File: config.mk
export PLATFORM = sky130hd
export DESIGN_NAME = seq_magnitude_comparator
export DESIGN_NICKNAME = d
export VERILOG_FILES = /design/src/rtl/seq_magnitude_comparator_pkg.sv /design/src/rtl/seq_magnitude_comparator_chunk_compare.sv /design/src/rtl/seq_magnitude_comparator.sv
export SDC_FILE = /design/constraint.sdc
export NUM_CORES = 1
export LEC_CHECK = 0
export CORE_AREA = 2 2 67 69
export DETAILED_ROUTE_END_ITERATION = 6
export DIE_AREA = 0 0 69 71
export GPL_TIMING_DRIVEN = 0
export PLACE_DENSITY = 0.83
export SKIP_CTS_REPAIR_TIMING = 1
export SLEW_MARGIN = 20
export SYNTH_ARGS = -nofsm -noshare
export SYNTH_HDL_FRONTEND = slang
export SYNTH_SLANG_ARGS = --single-unit
export TNS_END_PERCENT = 20
File: constraint.sdc
create_clock -name clk -period 2.8 [get_ports clk]
set_clock_uncertainty 0.2 [all_clocks]
set_input_delay 0.84 -clock clk [delete_from_list [all_inputs] [get_ports clk]]
set_output_delay 0.84 -clock clk [all_outputs]
set_load 0.01 [all_outputs]
File: src/rtl/seq_magnitude_comparator_pkg.sv
// Shared types and sizing helpers for the sequential magnitude comparator.
package comparator_pkg;

    // Control FSM: IDLE waits for start, CMP walks the chunks MSB first.
    typedef enum logic {
        IDLE = 1'b0,
        CMP  = 1'b1
    } state_t;

    // One result register drives the g/e/s flags; RES_NONE only exists
    // between reset and the first completed compare.
    typedef enum logic [1:0] {
        RES_NONE = 2'd0,
        RES_GT   = 2'd1,
        RES_EQ   = 2'd2,
        RES_LT   = 2'd3
    } result_t;

    // Number of chunks an operand splits into.
    function automatic int calc_nchunk(input int width, input int chunk);
        return width / chunk;
    endfunction

    // Width of the chunk index; never narrower than one bit.
    function automatic int calc_idx_w(input int nchunk);
        if (nchunk > 1) begin
            return $clog2(nchunk);
        end
        return 1;
    endfunction

endpackage

File: src/rtl/seq_magnitude_comparator_chunk_compare.sv
// Combinational unsigned compare of one chunk pair. invert_msb_i flips the
// top bit of both chunks so a two's-complement sign chunk orders correctly.
module chunk_compare #(
    parameter int CHUNK = 4
) (
    input  logic [CHUNK-1:0] a_i,
    input  logic [CHUNK-1:0] b_i,
    input  logic             invert_msb_i,
    output logic             gt_o,
    output logic             eq_o,
    output logic             lt_o
);

    logic [CHUNK-1:0] flip_mask;
    logic [CHUNK-1:0] a_adj;
    logic [CHUNK-1:0] b_adj;

    // Offset-binary conversion of the sign chunk, then a plain unsigned compare.
    always_comb begin
        flip_mask = CHUNK'(invert_msb_i) << (CHUNK - 1);
        a_adj     = a_i ^ flip_mask;
        b_adj     = b_i ^ flip_mask;
        gt_o      = (a_adj > b_adj);
        eq_o      = (a_adj == b_adj);
        lt_o      = (a_adj < b_adj);
    end

endmodule

File: src/rtl/seq_magnitude_comparator.sv
// Multi-cycle magnitude comparator: compares CHUNK bits per cycle, MSB chunk
// first, and finishes on the first differing chunk or after the last chunk.
//
// Handshake: start is sampled only while busy=0 (including the done cycle,
// so back-to-back operations are allowed); a, b and signed_mode are captured
// on that edge. busy is high for every compare cycle; done pulses for one
// cycle when g/e/s have just been updated. g/e/s hold until the next done.
module seq_magnitude_comparator
    import comparator_pkg::*;
#(
    parameter int WIDTH = 16,
    parameter int CHUNK = 4
) (
    input  logic             clk,
    input  logic             rst_n,
    input  logic             start,
    input  logic             signed_mode,
    input  logic [WIDTH-1:0] a,
    input  logic [WIDTH-1:0] b,
    output logic             busy,
    output logic             done,
    output logic             g,
    output logic             e,
    output logic             s,
    output logic             state_dbg
);

    localparam int NCHUNK = calc_nchunk(WIDTH, CHUNK);
    localparam int IDX_W  = calc_idx_w(NCHUNK);
    localparam int NSLOT  = 1 << IDX_W;

    generate
        if ((WIDTH % CHUNK) != 0 || WIDTH < CHUNK) begin : g_bad_cfg
            $error("seq_magnitude_comparator: WIDTH must be a non-zero multiple of CHUNK");
        end
    endgenerate

    state_t           state_q, state_d;
    logic [WIDTH-1:0] a_q, a_d;
    logic [WIDTH-1:0] b_q, b_d;
    logic             sm_q, sm_d;
    logic [IDX_W-1:0] idx_q, idx_d;
    result_t          res_q, res_d;
    logic             done_q, done_d;

    // Chunk mux padded to a power of two so idx_q indexes it without range gaps.
    logic [CHUNK-1:0] a_slot [NSLOT];
    logic [CHUNK-1:0] b_slot [NSLOT];

    generate
        for (genvar i = 0; i < NSLOT; i++) begin : g_slot
            if (i < NCHUNK) begin : g_real
                assign a_slot[i] = a_q[i*CHUNK +: CHUNK];
                assign b_slot[i] = b_q[i*CHUNK +: CHUNK];
            end else begin : g_pad
                assign a_slot[i] = '0;
                assign b_slot[i] = '0;
            end
        end
    endgenerate

    logic cmp_gt, cmp_eq, cmp_lt;
    logic invert_msb;
    logic last_chunk;

    assign invert_msb = sm_q && (idx_q == IDX_W'(NCHUNK - 1));
    assign last_chunk = (idx_q == '0);

    chunk_compare #(.CHUNK(CHUNK)) u_chunk_compare (
        .a_i          (a_slot[idx_q]),
        .b_i          (b_slot[idx_q]),
        .invert_msb_i (invert_msb),
        .gt_o         (cmp_gt),
        .eq_o         (cmp_eq),
        .lt_o         (cmp_lt)
    );

    // State, captured operands, chunk index, result and done pulse registers.
    always_ff @(posedge clk or negedge rst_n) begin
        if (!rst_n) begin
            state_q <= IDLE;
            a_q     <= '0;
            b_q     <= '0;
            sm_q    <= 1'b0;
            idx_q   <= '0;
            res_q   <= RES_NONE;
            done_q  <= 1'b0;
        end else begin
            state_q <= state_d;
            a_q     <= a_d;
            b_q     <= b_d;
            sm_q    <= sm_d;
            idx_q   <= idx_d;
            res_q   <= res_d;
            done_q  <= done_d;
        end
    end

    // Next-state: capture on start in IDLE, step down through chunks in CMP.
    always_comb begin
        state_d = state_q;
        a_d     = a_q;
        b_d     = b_q;
        sm_d    = sm_q;
        idx_d   = idx_q;
        res_d   = res_q;
        done_d  = 1'b0;
        case (state_q)
            IDLE: begin
                if (start) begin
                    state_d = CMP;
                    a_d     = a;
                    b_d     = b;
                    sm_d    = signed_mode;
                    idx_d   = IDX_W'(NCHUNK - 1);
                end
            end
            CMP: begin
                if (!cmp_eq || last_chunk) begin
                    if (cmp_gt) begin
                        res_d = RES_GT;
                    end else if (cmp_lt) begin
                        res_d = RES_LT;
                    end else begin
                        res_d = RES_EQ;
                    end
                    done_d  = 1'b1;
                    state_d = IDLE;
                end else begin
                    idx_d = idx_q - 1'b1;
                end
            end
            default: state_d = IDLE;
        endcase
    end

    assign busy      = (state_q == CMP);
    assign done      = done_q;
    assign g         = (res_q == RES_GT);
    assign e         = (res_q == RES_EQ);
    assign s         = (res_q == RES_LT);
    assign state_dbg = state_q;

endmodule
==> results.yml <==
global_routing:
  grt_pass1_wl_um: 6354
  grt-ovfl-total: 0
  antenna_found_initial: 0
  track_usage_pct: 16.84
  grt_pass1_vias: 1352
  grt_max_degree: 36
detailed_routing:
  wl_per_cell_um: 16.46
  wl_met1_um: 1452
  routed-via-count: 1173
  maxUsedRoutingLayer: "met4"
  met2RoutedLength_um: 2088
  route.detailed.drc: 0
  avgViaCountPerCell: 5.190
  wl_met3_um: 120
  initialDrtViolationCount: 79
  routed_wl_um: 3721
  dr.pass1.iters: 3
  ant_nets: 0
logic_synthesis:
  ys.flop_type: "dfrtp_1"
  synth_seq_cells: 39
  synth_cell_types: 23
  synthCells: 124
  async_flop_share_pct: 100.0
  synth_seq_area_share_pct: 52.99
  syn-num-nets: 166
  yosys_warnings: 0
  avgSynthCellArea_um2: 14.85
  syn_area_um2: 1842
  synth_edf_count: 0
floorplanning:
  io-pin-count: 42
  initial_core_util_pct: 43.81
  die_w_um: 69
  die_area_um2: 4899
  die_y_um: 71
  row_count: 24
  coreArea_um2: 4204
setup_path:
  reg2reg_depth: 8
  startpoint_type: "flop"
  cp.arrival_ns: 2.60
  cp-end-kind: "flop"
  crit_path_max_fanout: 10
  worstPathRequired_ns: 2.81
  crit_type: "reg2reg"
timing:
  setup_ws_ns: 0.2149
  worstMarginPinSlew_ns: 0.3121
  slew_headroom_pct: 79.08
  period_share_pct: 92.32
  setup_viol: 0
  fmax_mhz: 386.8
  fin_crit_ns: 2.585
  hold_viol_final: 0
  rsz0062_at_grt: "false"
  hold_slack_ns: 0.1625
  fin_tns_setup_ns: 0
  slew_violations: 0
finish:
  drive_gt1_share_pct: 29.89
  final_nets: 215
  diodes: 0
  syn2layout_area_growth_pct: 32.34
  finalNonFillerCells: 226
placement:
  place_congestion: 0.8736
  dp_cells: 218
  io_buffers: 41
  place_ws_ns: 0.1628
  dp.final_hpwl_um: 2698
clocking:
  clk_latency_ns: 0.29
  clockBufferDepth: 2
  cts.clk_slew.worst_paths_ns: 0.07
  cts-root-buf: "clkbuf_8"
  cts_tree: "yes"
  h-tree-depth: 2
  numCtsBuffers: 5
  cts_sinks: 39
run:
  maxCapViolations: 0
outcome:
  run_status: "finished, final reports clean"
pwr:
  ir_drop_mv: 0.3224
  p_leak_nw: 1.066
  power_density_nw_per_um2: 905.7
hold_path:
  hold_class: "in2async"
-- cell usage in the layout (no fill, tap or decap) --
cell type | synthesis | final
dfrtp_1 | 39 | 39
clkbuf_1 | 0 | 1
clkbuf_8 | 0 | 7
nand3_1 | 1 | 1
or2_2 | 1 | 1
nor3_1 | 3 | 2
a31oi_1 | 1 | 1
o21a_1 | 1 | 1
buf_2 | 2 | 3
a21oi_1 | 5 | 5
and2_1 | 1 | 1
xor2_1 | 1 | 1
mux4_2 | 1 | 1
nand2_1 | 1 | 1
buf_12 | 0 | 1
clkdlybuf4s50_1 | 0 | 40
buf_6 | 1 | 1
nand4_1 | 1 | 1
buf_4 | 4 | 4
nor2_1 | 2 | 2
nor2b_1 | 3 | 3
ha_1 | 6 | 6
nor3_2 | 0 | 1
mux4_1 | 7 | 7
o22ai_1 | 1 | 1
xnor2_1 | 1 | 1
inv_1 | 8 | 8
mux2_2 | 33 | 33
-- critical path, cell delays in order, from the launching register on --
cell and delay, ns:
dfrtp_1 0.42, buf_6 0.19, mux4_2 0.52, xnor2_1 0.14, ha_1 0.33, nand4_1 0.21
nor3_2 0.30, nor3_1 0.09, a21oi_1 0.12
-- where the power goes --
group / switching [mW] / internal [mW] / total, mW
registers: 0.121 / 0.795 / 0.916
logic: 0.358 / 0.527 / 0.885
clock network: 0.182 / 0.225 / 0.407
total: 0.661 / 1.55 / 2.21
-- metrics by stage --
step	utilization (%)	total power, mW	instance area (µm²)
6_report	57.98	2.208	2437
5_1_grt	57.98	2.362	2437
4_1_cts	57.86	2.222	2432
3_5_place_dp	55.48	1.804	2332
3_3_place_gp	55.12	1.726	2317
2_1_floorplan	-	1.506	1842
-- cells by family after synthesis --
family / share of synthesized area (%)
multiplexers: 31.39
flip-flops: 52.99
buffers and inverters: 4.416
AND/OR/NAND/NOR: 3.737
AO/OA/AOI/OAI: 2.446
adder cells (fa/ha/maj): 4.076
XOR/XNOR: 0.9513
-- final timing paths --
path | startpoint | endpoint | slack, ns
worst max-delay path | idx_q[0] | idx_q[1] | 0.21
worst min-delay path | rst_n | a_q[4] | 0.16
worst max register to register | idx_q[0] | idx_q[1] | 0.21
worst min register to register | b_q[0] | b_q[0] | 0.30
max in group asynchronous | rst_n | sm_q | 1.83
min in group clk | b_q[0] | b_q[0] | 0.30
-- Yosys cell counts (2+ instances only) --
| cell | count | area [µm²] |
|---|---|---|
| mux2_2 | 33 | 371.6 |
| mux4_1 | 7 | 183.9 |
| inv_1 | 8 | 30.03 |
| a21oi_1 | 5 | 25.02 |
| ha_1 | 6 | 75.07 |
| nor2_1 | 2 | 7.510 |
| buf_2 | 2 | 10.01 |
| nor2b_1 | 3 | 18.77 |
| dfrtp_1 | 39 | 975.9 |
| buf_4 | 4 | 30.03 |
| nor3_1 | 3 | 15.01 |
-- sequential cells by signal, summed over array words and instances, names as in the netlist --
name   cells
busy       1
a_q       16
sm_q       1
done       1
idx_q      2
b_q       16
res_q      2
-- area by class of cell --
class                      instances  area [µm²]
tap                               52       65.06
multi-input combinational         70       789.5
inverter                           8       30.03
sequential                        39       975.9
buffer                             7       51.30
fill                             328        1767
clock buffer                       8       100.1
timing repair buffer              42       425.4
-- layer usage --
| layer | track usage, % | vias to the layer above |
|---|---|---|
| met5 | 0 | - |
| met4 | 8.279 | 0 |
| met3 | 3.989 | 4 |
| met2 | 29.70 | 25 |
| met1 | 19.27 | 601 |
| li1 | - | 543 |
No activity file was read; power rests on OpenSTA's default activity.
